## config.mk

```make
export PLATFORM = sky130hd
export DESIGN_NAME = muldiv_alu_sequencer_flat
export DESIGN_NICKNAME = d
export VERILOG_FILES = /design/src/rtl/muldiv_alu_sequencer_pkg.sv /design/src/rtl/muldiv_alu_sequencer_if.sv /design/src/rtl/muldiv_alu_sequencer.sv /design/src/flat_wrapper.sv
export SDC_FILE = /design/constraint.sdc
export NUM_CORES = 1
export LEC_CHECK = 0
export ABC_AREA = 1
export CAP_MARGIN = 30
export CORE_ASPECT_RATIO = 2
export CORE_MARGIN = 3
export CORE_UTILIZATION = 45
export DETAILED_ROUTE_END_ITERATION = 12
export GPL_TIMING_DRIVEN = 0
export PLACE_DENSITY = 0.73
export SLEW_MARGIN = 0
export SYNTH_ARGS = -nofsm -noshare
export SYNTH_HDL_FRONTEND = slang
export SYNTH_SLANG_ARGS = --single-unit
export TNS_END_PERCENT = 10
```

## constraint.sdc

```tcl
create_clock -name clk -period 1.6 [get_ports clk]
set_input_delay 0.32 -clock clk [delete_from_list [all_inputs] [get_ports clk]]
set_output_delay 0.32 -clock clk [all_outputs]
set_load 0.01 [all_outputs]
```

## src/rtl/muldiv_alu_sequencer_pkg.sv

```systemverilog
// Shared types for the multi-cycle multiply/divide sequencer that borrows the execute ALU.
package muldiv_alu_sequencer_pkg;

    typedef enum logic [2:0] {
        ADD = 3'b000,
        SUB = 3'b001,
        AND = 3'b010,
        OR  = 3'b011,
        SLT = 3'b101
    } alu_ctrl_e;

    typedef enum logic [1:0] {
        MUL   = 2'b00,
        MULHU = 2'b01,
        DIVU  = 2'b10,
        REMU  = 2'b11
    } muldiv_op_e;

    typedef enum logic [1:0] {
        IDLE = 2'b00,
        RUN  = 2'b01,
        DONE = 2'b10
    } seq_state_e;

    // MULHU and REMU read the upper/remainder register; MUL and DIVU read the lower/quotient one.
    function automatic logic result_from_hi(muldiv_op_e op);
        return (op == MULHU) || (op == REMU);
    endfunction

endpackage

```

## src/rtl/muldiv_alu_sequencer_if.sv

```systemverilog
// Request/response and shared-ALU handshake bundle between EX and the muldiv sequencer.
interface muldiv_alu_sequencer_if #(
    parameter int XLEN = 32
);
    logic            req_valid;
    logic            req_ready;
    logic [1:0]      req_op;
    logic [XLEN-1:0] req_a;
    logic [XLEN-1:0] req_b;

    logic            rsp_valid;
    logic            rsp_ready;
    logic [XLEN-1:0] rsp_result;

    logic            alu_req;
    logic            alu_gnt;
    logic [XLEN-1:0] alu_a;
    logic [XLEN-1:0] alu_b;
    logic [2:0]      alu_ctrl;
    logic [XLEN-1:0] alu_result;
    logic            alu_carry;

    modport master (
        output req_valid, req_op, req_a, req_b, rsp_ready, alu_gnt, alu_result, alu_carry,
        input  req_ready, rsp_valid, rsp_result, alu_req, alu_a, alu_b, alu_ctrl
    );

    modport slave (
        input  req_valid, req_op, req_a, req_b, rsp_ready, alu_gnt, alu_result, alu_carry,
        output req_ready, rsp_valid, rsp_result, alu_req, alu_a, alu_b, alu_ctrl
    );
endinterface

```

## src/rtl/muldiv_alu_sequencer.sv

```systemverilog
// Shift-add multiply and restoring divide, one shared-ALU add/sub per granted cycle.
module muldiv_alu_sequencer
    import muldiv_alu_sequencer_pkg::*;
#(
    parameter int XLEN = 32
) (
    input  logic                 clk,
    input  logic                 rst_n,
    input  logic                 flush,
    output logic                 busy,
    muldiv_alu_sequencer_if.slave bus
);

    localparam int CW = $clog2(XLEN);

    seq_state_e      state_q, state_d;
    muldiv_op_e      op_q, op_d;
    logic [XLEN-1:0] hi_q, hi_d;
    logic [XLEN-1:0] lo_q, lo_d;
    logic [XLEN-1:0] opnd_q, opnd_d;
    logic [CW-1:0]   cnt_q, cnt_d;

    logic            is_div;
    logic            step;
    logic            quot_bit;
    logic [XLEN-1:0] div_shift;

    assign is_div    = op_q[1];
    assign step      = (state_q == RUN) && bus.alu_gnt;
    assign div_shift = {hi_q[XLEN-2:0], lo_q[XLEN-1]};
    // A remainder msb shifted out means the partial remainder already exceeds any divisor.
    assign quot_bit  = hi_q[XLEN-1] | bus.alu_carry;

    assign busy           = (state_q != IDLE);
    assign bus.req_ready  = (state_q == IDLE) && !flush;
    assign bus.rsp_valid  = (state_q == DONE);
    assign bus.alu_req    = (state_q == RUN);
    assign bus.rsp_result = result_from_hi(op_q) ? hi_q : lo_q;

    always_comb begin
        bus.alu_a    = '0;
        bus.alu_b    = '0;
        bus.alu_ctrl = ADD;
        if (state_q == RUN) begin
            if (is_div) begin
                bus.alu_a    = div_shift;
                bus.alu_b    = opnd_q;
                bus.alu_ctrl = SUB;
            end else begin
                bus.alu_a    = hi_q;
                bus.alu_b    = lo_q[0] ? opnd_q : '0;
                bus.alu_ctrl = ADD;
            end
        end
    end

    always_comb begin
        state_d = state_q;
        op_d    = op_q;
        hi_d    = hi_q;
        lo_d    = lo_q;
        opnd_d  = opnd_q;
        cnt_d   = cnt_q;
        case (state_q)
            IDLE: begin
                if (bus.req_valid && !flush) begin
                    op_d   = muldiv_op_e'(bus.req_op);
                    opnd_d = bus.req_b;
                    // Divide by zero skips the loop: quotient all-ones, remainder = dividend.
                    if (bus.req_op[1] && (bus.req_b == '0)) begin
                        hi_d    = bus.req_a;
                        lo_d    = '1;
                        cnt_d   = '0;
                        state_d = DONE;
                    end else begin
                        hi_d    = '0;
                        lo_d    = bus.req_a;
                        cnt_d   = CW'(XLEN - 1);
                        state_d = RUN;
                    end
                end
            end
            RUN: begin
                if (flush) begin
                    state_d = IDLE;
                end else if (step) begin
                    if (is_div) begin
                        hi_d = quot_bit ? bus.alu_result : div_shift;
                        lo_d = {lo_q[XLEN-2:0], quot_bit};
                    end else begin
                        {hi_d, lo_d} = {bus.alu_carry, bus.alu_result, lo_q[XLEN-1:1]};
                    end
                    if (cnt_q == '0) begin
                        state_d = DONE;
                    end else begin
                        cnt_d = cnt_q - 1'b1;
                    end
                end
            end
            DONE: begin
                if (flush || bus.rsp_ready) begin
                    state_d = IDLE;
                end
            end
            default: state_d = IDLE;
        endcase
    end

    always_ff @(posedge clk or negedge rst_n) begin
        if (!rst_n) begin
            state_q <= IDLE;
            op_q    <= MUL;
            hi_q    <= '0;
            lo_q    <= '0;
            opnd_q  <= '0;
            cnt_q   <= '0;
        end else begin
            state_q <= state_d;
            op_q    <= op_d;
            hi_q    <= hi_d;
            lo_q    <= lo_d;
            opnd_q  <= opnd_d;
            cnt_q   <= cnt_d;
        end
    end

endmodule
```

## src/flat_wrapper.sv

```systemverilog
// flat-port wrapper written by rule: the top's interface ports become plain ports
module muldiv_alu_sequencer_flat import muldiv_alu_sequencer_pkg::*;
#(
    parameter int XLEN = 32
)
  (clk, rst_n, flush, busy, bus_req_valid, bus_req_op, bus_req_a, bus_req_b, bus_rsp_ready, bus_alu_gnt, bus_alu_result, bus_alu_carry, bus_req_ready, bus_rsp_valid, bus_rsp_result, bus_alu_req, bus_alu_a, bus_alu_b, bus_alu_ctrl);
  muldiv_alu_sequencer_if #(.XLEN(XLEN)) bus_i ();
  input  logic clk;
  input  logic rst_n;
  input  logic flush;
  output logic busy;
  input wire logic [$bits(bus_i.req_valid)-1:0] bus_req_valid;
  input wire logic [$bits(bus_i.req_op)-1:0] bus_req_op;
  input wire logic [$bits(bus_i.req_a)-1:0] bus_req_a;
  input wire logic [$bits(bus_i.req_b)-1:0] bus_req_b;
  input wire logic [$bits(bus_i.rsp_ready)-1:0] bus_rsp_ready;
  input wire logic [$bits(bus_i.alu_gnt)-1:0] bus_alu_gnt;
  input wire logic [$bits(bus_i.alu_result)-1:0] bus_alu_result;
  input wire logic [$bits(bus_i.alu_carry)-1:0] bus_alu_carry;
  output wire logic [$bits(bus_i.req_ready)-1:0] bus_req_ready;
  output wire logic [$bits(bus_i.rsp_valid)-1:0] bus_rsp_valid;
  output wire logic [$bits(bus_i.rsp_result)-1:0] bus_rsp_result;
  output wire logic [$bits(bus_i.alu_req)-1:0] bus_alu_req;
  output wire logic [$bits(bus_i.alu_a)-1:0] bus_alu_a;
  output wire logic [$bits(bus_i.alu_b)-1:0] bus_alu_b;
  output wire logic [$bits(bus_i.alu_ctrl)-1:0] bus_alu_ctrl;
  assign bus_i.req_valid = bus_req_valid;
  assign bus_i.req_op = bus_req_op;
  assign bus_i.req_a = bus_req_a;
  assign bus_i.req_b = bus_req_b;
  assign bus_i.rsp_ready = bus_rsp_ready;
  assign bus_i.alu_gnt = bus_alu_gnt;
  assign bus_i.alu_result = bus_alu_result;
  assign bus_i.alu_carry = bus_alu_carry;
  assign bus_req_ready = bus_i.req_ready;
  assign bus_rsp_valid = bus_i.rsp_valid;
  assign bus_rsp_result = bus_i.rsp_result;
  assign bus_alu_req = bus_i.alu_req;
  assign bus_alu_a = bus_i.alu_a;
  assign bus_alu_b = bus_i.alu_b;
  assign bus_alu_ctrl = bus_i.alu_ctrl;
  muldiv_alu_sequencer #(.XLEN(XLEN)) u_core (.clk(clk), .rst_n(rst_n), .flush(flush), .busy(busy), .bus(bus_i));
endmodule
```

After elaboration in Yosys (flattened, before gate mapping) --
Cells that the tools add are included.
Storage, ports and cells: flip-flop bits (word level) 105, output and inout port bits 103, memories kept 0, bits in latches 0, bits in read-only memories 0, input port bits 105, bits in writable memories 0
Cells by class: divide/modulo/power cells 0, eq/ne operators 11, $mul 0, shifts and indexed selects 0, bitwise logic cells 1, $add $sub $neg 1, $lt $le $gt $ge 0, muxes and demuxes 34, reduce and logical (&&, ||, !) cells 16
Operator list (number):
- two-way mux 32 bit | 17
- one-hot mux 32 bit (2 select lines) | 2
- logical NOT 32 bit | 1
- two-way mux 5 bit | 5
- two-way mux 2 bit | 6
- one-hot mux 5 bit (2 select lines) | 1
- AND reduction 4 bit | 2
- != test 2 bit (second input constant) | 3
- != test 3 x 2 -> 1 bit (second input constant) | 2
- one-hot mux 2 bit (3 select lines) | 1
- logical NOT 5 bit | 1
- AND reduction 5 bit | 1
- subtractor 5 x 1 -> 5 bit (second input constant) | 1
- == test 2 x 1 -> 1 bit (second input constant) | 2
- == test 2 bit (second input constant) | 2
- logical AND 1 bit | 4
- != test 2 x 1 -> 1 bit (second input constant) | 2
- nonzero test 2 bit | 2
- two-way mux 3 bit | 1
- logical NOT 2 bit | 1
- logical OR 1 bit | 2
- AND reduction 2 bit | 1
- logical NOT 1 bit | 1
- two-way mux 1 bit | 1
- bitwise OR 1 bit | 1

Depth between registers and ports, before layout --
Gate-level depths: netlist of run 1.
depth after elaboration 6, gate-level depth with buffers 11

Worst setup path after synthesis of run 1 --
OpenSTA, ideal clock, no wires.
path type flip-flop to output port, from reg u_core.op_q[1], to out bus_alu_a[23], setup slack -20 ps, data arrival time 1300 ps, stages on the path, launching flop included 7, required time 1280 ps, cell sequence dfrtp_1 > buf_2 > inv_1 > buf_2 > buf_1 > nand2_1 > a21oi_1
Between the ends: word-level cells in the longest chain between the ends 2
Ends and longest elaborated chain:
- start: declaration | RTL line muldiv_alu_sequencer.sv:17 | muldiv_op_e op_q, op_d;
- start signal: assignment | RTL line muldiv_alu_sequencer.sv:119 | op_q <= op_d;
- two-way mux 32 bit | RTL line muldiv_alu_sequencer.sv:45 | if (is_div) begin
- two-way mux 32 bit | RTL line muldiv_alu_sequencer.sv:44 | if (state_q == RUN) begin
- end: declaration | RTL line flat_wrapper.sv:24 | output wire logic [$bits(bus_i.alu_a)-1:0] bus_alu_a;
No other way between the ends.

Worst setup path after layout of run 1 --
from reg u_core.state_q[0], to out bus_alu_a[1]
Between the ends: word-level cells in the longest chain between the ends 2
Ends and longest elaborated chain:
- start: declaration | RTL line muldiv_alu_sequencer.sv:16 | seq_state_e state_q, state_d;
- start signal: assignment | RTL line muldiv_alu_sequencer.sv:118 | state_q <= state_d;
- == test 2 x 1 -> 1 bit | RTL line muldiv_alu_sequencer.sv:44
- two-way mux 32 bit | RTL line muldiv_alu_sequencer.sv:44
No other way between the ends.

==> flow_metrics.env, run 1 <==
export IMPL_holdWs_ns=0.375
export IMPL_setup_viol_count_final=161
export IMPL_drive_above_1_share_pct=29.6
export IMPL_wl_met1_mm=9.80
export IMPL_fin_crit_ns=2.05
export IMPL_start_kind="flip-flop"
export IMPL_vias=9093
export IMPL_hold_viol=0
export IMPL_drc=0
export IMPL_syn_to_final_growth_pct=52.6
export IMPL_antenna_found_initial=0
export IMPL_cts_tree="yes"
export IMPL_cp_arrival_ns=1.73
export IMPL_cts_path_max_buffers=2
export IMPL_core_um2=15800
export IMPL_dp_cells=1530
export IMPL_clkTransAtPathRegs_ns=0.08
export IMPL_cts_sinks=105
export IMPL_first_iter_violations=704
export IMPL_final_cells=1586
export IMPL_netSwitchingFraction_pct=47.9
export IMPL_grt_pass1_vias=9186
export IMPL_cap_violations=0
export IMPL_avgSynthCellArea_um2=6.45
export IMPL_drtPass1Iterations=5
export IMPL_tightest_slew_ns=0.580
export IMPL_clockRootBuffer="clkbuf_16"
export IMPL_grt_max_degree=80
export IMPL_slew_headroom_pct=61.3
export IMPL_die_h_um=185
export IMPL_path_class="flip-flop to output port"
export IMPL_dieArea_um2=17700
export IMPL_cp_required_ns=1.28
export IMPL_synthCells=1122
export IMPL_finalCritPeriodShare_pct=128
export IMPL_critical_path_max_stage_delay_ns=0.40
export IMPL_rows=65
export IMPL_fillers=1323
export IMPL_wl_per_cell_um=19.2
export IMPL_routed_via_density=5.73
export IMPL_cts_made_buffers=9
export IMPL_finalClockSkew_ns=0.0112
export IMPL_synth_seq_cells=105
export IMPL_highest_layer="met4"
export IMPL_grt_usage_pct=33.7
export IMPL_grt_first_pass_wirelength_mm=46.1
export IMPL_final_net_count=1486
export IMPL_ant_nets=0
export IMPL_ys_warn_count=0
export IMPL_pre_cts_ws_ns=-1.00
export IMPL_path_buf_inv=5
export IMPL_worst_setup_path_end_kind="output port"
export IMPL_yosysUniqueCellTypes=29
export IMPL_internal_power_mw=10.1
export IMPL_path_cells="inv_2, nor2_4, inv_4, buf_6, buf_8, a21oi_2, buf_2"
export IMPL_syn_area_um2=7240
export IMPL_die_w_um=95.7
export IMPL_pin_count=208
export IMPL_max_freq_ghz=0.487
export IMPL_gp_congestion=0.929
export IMPL_cp_top_family="buffers and inverters"
export IMPL_h_tree_depth=3
export IMPL_rsz0062_at_grt="true"
export IMPL_critical_path_slowest_cell="dfrtp_1"
export IMPL_clockPowerShare_pct=12.0
export IMPL_hpwl_mm=20.8
export IMPL_powerDensity_nw_per_um2=1750
export IMPL_drv_slew=0
export IMPL_drt_wl_total_mm=30.5
export IMPL_ys_seq_area_share_pct=36.3
export IMPL_finalWorstSetupSlack_ns=-0.452
export IMPL_grt_overflow=0
export IMPL_route_met3_wl_mm=2.38
export IMPL_port_buffers=205
export IMPL_clk_latency_ns=0.37
export IMPL_power_frac_seq_pct=25.1
export IMPL_power_switching_mw=9.27
export IMPL_path_max_fanout=10
export IMPL_p_leak_nw=5.44
export IMPL_num_antenna_cells=0
export IMPL_vdd_drop_max_mv=1.19
export IMPL_power_frac_comb_pct=62.9
export IMPL_wl_met2_mm=16.2
export IMPL_outcome="complete, but fails checks"
export IMPL_violations="negative setup slack"
export IMPL_holdCritPathClass="primary input to asynchronous set/reset pin"
export IMPL_start_util_pct=45.9
==> cells by family (layout without fill, tap and decap cells) <==
group / Yosys count / count (layout) / synth area share, %
AND/OR/NAND/NOR: 567 / 567 / 31.1
AO/OA/AOI/OAI: 255 / 255 / 19.0
flip-flops: 105 / 105 / 36.3
buffers and inverters: 175 / 437 / 10.6
adder cells (fa/ha/maj): 1 / 1 / 0.173
multiplexers: 18 / 18 / 2.80
other: 1 / 2 / 0.0518
==> metal layers <==
metal / track usage, % / vias to the layer above
li1: - / 4103
met4: 22.4 / 0
met1: 33.9 / 4257
met5: 0 / -
met2: 61.0 / 564
met3: 6.42 / 169
==> area by class of cell <==
cell class,count,area [µm²],area share (%)
multi-input cells,843,4440,40.2
repair buffers,248,2190,19.8
flip-flops and latches,105,2630,23.8
plain buffers,81,890,8.05
inverters,92,350,3.17
clock buffers,11,253,2.29
clock inverters,5,45.0,0.408
well taps,201,251,2.28
==> flip-flops by register name (all words and copies together) (netlist names) <==
name,flops
u_core.hi_q,32
u_core.state_q,2
u_core.op_q,2
u_core.lo_q,32
u_core.opnd_q,32
u_core.cnt_q,5
==> cell usage after synthesis <==
| master | n | share of area, % |
|---|---|---|
| nand2_1 | 414 | 21 |
| a21oi_1 | 113 | 7.8 |
| o21ai_0 | 113 | 7.8 |
| dfrtp_1 | 105 | 36 |
| inv_1 | 88 | 4.6 |
| nand3_1 | 75 | 5.2 |
| nor2_1 | 68 | 3.5 |
| clkbuf_1 | 32 | 1.7 |
| buf_2 | 31 | 2.1 |
| a21oi_2 | 23 | 2.8 |
| mux2_2 | 18 | 2.8 |
| buf_1 | 8 | 0.41 |
| buf_6 | 8 | 1.2 |
| buf_4 | 4 | 0.41 |
| inv_2 | 4 | 0.21 |
| nand2_2 | 2 | 0.17 |
| nand4_1 | 2 | 0.17 |
| nor2_2 | 2 | 0.17 |
| o21ai_1 | 2 | 0.14 |
| a211oi_1 | 1 | 0.10 |
| a22oi_1 | 1 | 0.10 |
| conb_1 | 1 | 0.052 |
| ha_1 | 1 | 0.17 |
| nor2_4 | 1 | 0.16 |
| nor3_1 | 1 | 0.069 |
| o21ai_2 | 1 | 0.12 |
| o22ai_1 | 1 | 0.086 |
| or2_0 | 1 | 0.086 |
| or2_2 | 1 | 0.086 |
==> worst reg2reg max path, delay by kind of cell, from the launching register on <==
kind	cells	cell delay [ns]
flops	1	0.44
simple gates	4	0.37
compound gates	2	0.56
buf+inv	1	0.37
==> stage by stage <==
step | cell area [µm²] | TNS (ns) | utilization, % | power, mW
2_1_floorplan | 7250 | -0.342 | - | 10.1
4_1_cts | 10500 | -34.65 | 66.3 | 17.8
3_3_place_gp | 9550 | -565.01 | 60.5 | 13.8
3_5_place_dp | 9580 | -133.30 | 60.7 | 14.0
5_1_grt | 11100 | -42.37 | 70.0 | 20.4
6_report | 11100 | -35.04 | 70.0 | 19.3
==> placed cells by master, fill, tap and decap left out, types with 40 or more instances in the layout <==
cell / n
nand2_1: 406
dfrtp_1: 104
clkdlybuf4s50_1: 103
buf_2: 96
inv_1: 84
o21ai_0: 73
nand3_1: 71
a21oi_2: 68
a21oi_1: 56
nor2_1: 51
buf_6: 40
==> timing repair <==
action,4_1_cts,5_1_grt
pin swaps,31,36
hold buffers,1,0
endpoints found under the setup margin,181,181
buffers inserted,31,8
gates resized for setup,636,174
endpoints found under the hold margin,26,0
cloned,3,4
==> power groups by stage <==
stage / sequential, mW / clock (mW) / combinational, mW
2_1_floorplan: 4.50 / 0 / 5.56
4_1_cts: 4.75 / 2.31 / 10.7
3_5_place_dp: 4.78 / 0 / 9.19
5_1_grt: 4.95 / 2.41 / 13.0
6_report: 4.85 / 2.32 / 12.2
3_3_place_gp: 4.74 / 0 / 9.05
==> worst paths after layout <==
path / startpoint / endpoint / slack [ns] / cells past startpoint
hold / removal: rst_n / u_core.hi_q[16] / 0.37 / 2
max in group asynchronous: rst_n / u_core.op_q[0] / 0.45 / 3
setup / recovery: u_core.state_q[0] / bus_alu_a[1] / -0.45 / 7
hold reg to reg: u_core.opnd_q[20] / u_core.opnd_q[20] / 0.49 / 2
min in group clk: u_core.opnd_q[20] / u_core.opnd_q[20] / 0.49 / 2
setup reg to reg: u_core.hi_q[31] / u_core.hi_q[21] / -0.26 / 7
Power figures use the tool's default switching activity.
==> inputs of run 2 (changes only) <==
Settings changed: CORE_MARGIN 3 to default.
==> run 2 against run 1 <==
The flow still finishes with violations (negative setup slack). Clock power shrank 6%. Utilization down 0.81 points. Setup slack better by 0.052 ns. Non-clock buffer count increased by 1. Die area decreased by 6.2%. Via count is 1.5% lower. Total power shrank 2.6%. Largest cell class unchanged. Highest routed layer unchanged. Combinational power fell by 3%. Critical endpoint is now bus_alu_b[10]. Final area shrank 1.2%. First-iteration DRC count is 5.5% higher. Hold slack better by 0.11 ns.
==> flow_metrics.env, run 2 (synthesis results as in run 1) <==
export IMPL_start_kind="flip-flop"
export IMPL_violations="negative setup slack"
export IMPL_fin_crit_ns=2.00
export IMPL_grt_usage_pct=34.4
export IMPL_gp_congestion=0.896
export IMPL_wl_per_cell_um=18.5
export IMPL_port_buffers=205
export IMPL_rrSetupSlack_ns=-0.16
export IMPL_powerDensity_nw_per_um2=1720
export IMPL_tightest_slew_ns=0.562
export IMPL_cp_required_ns=1.28
export IMPL_drtPass1Iterations=5
export IMPL_path_class="flip-flop to output port"
export IMPL_final_net_count=1487
export IMPL_finalClockSkew_ns=0.00845
export IMPL_path_max_fanout=8
export IMPL_max_freq_ghz=0.500
export IMPL_finalWorstSetupSlack_ns=-0.400
export IMPL_grt_first_pass_wirelength_mm=44.6
export IMPL_outcome="complete, but fails checks"
export IMPL_antenna_found_initial=0
export IMPL_hpwl_mm=20.3
export IMPL_drv_slew=0
export IMPL_die_w_um=91.7
export IMPL_first_iter_violations=743
export IMPL_clk_latency_ns=0.36
export IMPL_cts_sinks=105
export IMPL_clkTransAtPathRegs_ns=0.07
export IMPL_finalCritPeriodShare_pct=125
export IMPL_vias=8961
export IMPL_syn_to_final_growth_pct=50.9
export IMPL_dieArea_um2=16600
export IMPL_cts_tree="yes"
export IMPL_drc=0
export IMPL_clockRootBuffer="clkbuf_16"
export IMPL_grt_max_degree=66
export IMPL_hold_viol=0
export IMPL_ant_nets=0
export IMPL_fin_tns_setup_ns=-30.81
export IMPL_worst_setup_path_end_kind="output port"
export IMPL_start_util_pct=45.9
export IMPL_pin_count=208
export IMPL_reg_top3="u_core.hi_q: 32 flops, u_core.lo_q: 32 flops, u_core.opnd_q: 32 flops"
export IMPL_drt_wl_total_mm=29.4
export IMPL_vdd_drop_max_mv=1.05
export IMPL_critical_path_max_stage_delay_ns=0.37
export IMPL_setup_viol_count_final=164
export IMPL_grt_overflow=0
export IMPL_num_antenna_cells=0
export IMPL_pre_cts_ws_ns=-1.02
export IMPL_grt_pass1_vias=8892
export IMPL_routed_via_density=5.65
export IMPL_rsz0062_at_grt="true"
export IMPL_die_h_um=181
export IMPL_core_um2=15800
export IMPL_layout_commonest_cell="nand2_1"
export IMPL_final_cell_mix="nand2_1, dfrtp_1, clkdlybuf4s50_1"
export IMPL_path_cells="buf_6, buf_8, nor2_4, buf_6, clkbuf_16, buf_8, nor2_2, buf_2"
export IMPL_rows=65
export IMPL_cp_arrival_ns=1.68
export IMPL_p_leak_nw=5.40
export IMPL_h_tree_depth=3
export IMPL_cap_violations=0
export IMPL_cts_made_buffers=9
export IMPL_slew_headroom_pct=62.5
export IMPL_holdCritPathClass="primary input to asynchronous set/reset pin"
export IMPL_cts_path_max_buffers=2
export IMPL_drive_above_1_share_pct=28.9
export IMPL_critical_path_slowest_cell="dfrtp_1"
[run 2: changes by cell type in the layout (fill, tap and decap cells not counted), moves of 6 or more]
| cell | previous run | this run |
|---|---|---|
| nand2_2 | 5 | 14 |
| a21oi_1 | 56 | 64 |
| nand2_1 | 406 | 400 |
| o21ai_0 | 73 | 82 |
| a21oi_2 | 68 | 61 |
| buf_8 | 18 | 12 |
| o21ai_1 | 11 | 5 |
[run 2: final cells by class]
| cell class | instances | area [µm²] |
|---|---|---|
| fillers | 1362 | 4850 |
| multi-input cells | 843 | 4390 |
| flip-flops and latches | 105 | 2630 |
| repair buffers | 248 | 2190 |
| plain buffers | 82 | 837 |
| inverters | 92 | 353 |
| well taps | 201 | 251 |
| clock buffers | 10 | 239 |
| clock inverters | 5 | 40.0 |
[run 2: where the power goes]
part           internal [mW]  total, mW  switching, mW  leakage, nW
combinational           4.92       11.8           6.89         3.95
clock                   1.10       2.19           1.09        0.128
sequential              3.84       4.83          0.999         1.32
total                   9.86       18.8           8.98         5.40
[run 2: per-layer routing]
metal | track usage [%] | part of all wire, %
met5 | 0 | 0
met4 | 23.0 | 6.7
met3 | 5.53 | 7.3
met2 | 63.5 | 53
met1 | 34.9 | 32
[run 2: through the flow]
stage	hold WS (ns)	power, mW	instance area (µm²)	instances	util [%]
2_1_floorplan	0.0244	10.1	7250	1123	-
3_3_place_gp	0.465	13.8	9550	1529	60.5
3_5_place_dp	0.356	13.9	9590	1531	60.8
4_1_cts	0.491	17.6	10500	1576	66.3
5_1_grt	0.505	19.9	10900	1586	69.2
6_report	0.486	18.8	10900	1586	69.2
[run 2: final timing paths]
kind,depth (start not counted),from,endpoint
min in group clk,2,u_core.cnt_q[1],u_core.cnt_q[1]
setup / recovery,8,u_core.op_q[1],bus_alu_b[10]
max in group asynchronous,4,rst_n,u_core.state_q[0]
setup reg to reg,7,u_core.hi_q[31],u_core.hi_q[31]
hold reg to reg,2,u_core.cnt_q[1],u_core.cnt_q[1]
hold / removal,3,rst_n,u_core.opnd_q[28]
[run 2: critical path: cells and delay by family (launching register included)]
family / cells / cell delay (ns)
DFF: 1 / 0.37
buffers and inverters: 6 / 0.79
and+or+nand+nor: 2 / 0.15
[run 2: repair_timing]
| item | CTS | global route |
|---|---|---|
| setup buffers | 26 | 8 |
| endpoints found under the setup margin | 185 | 170 |
| endpoints found under the hold margin | 36 | 0 |
| pin swaps | 15 | 16 |
| hold buffers | 1 | 0 |
| cloned | 4 | 2 |
| resized for setup | 640 | 116 |
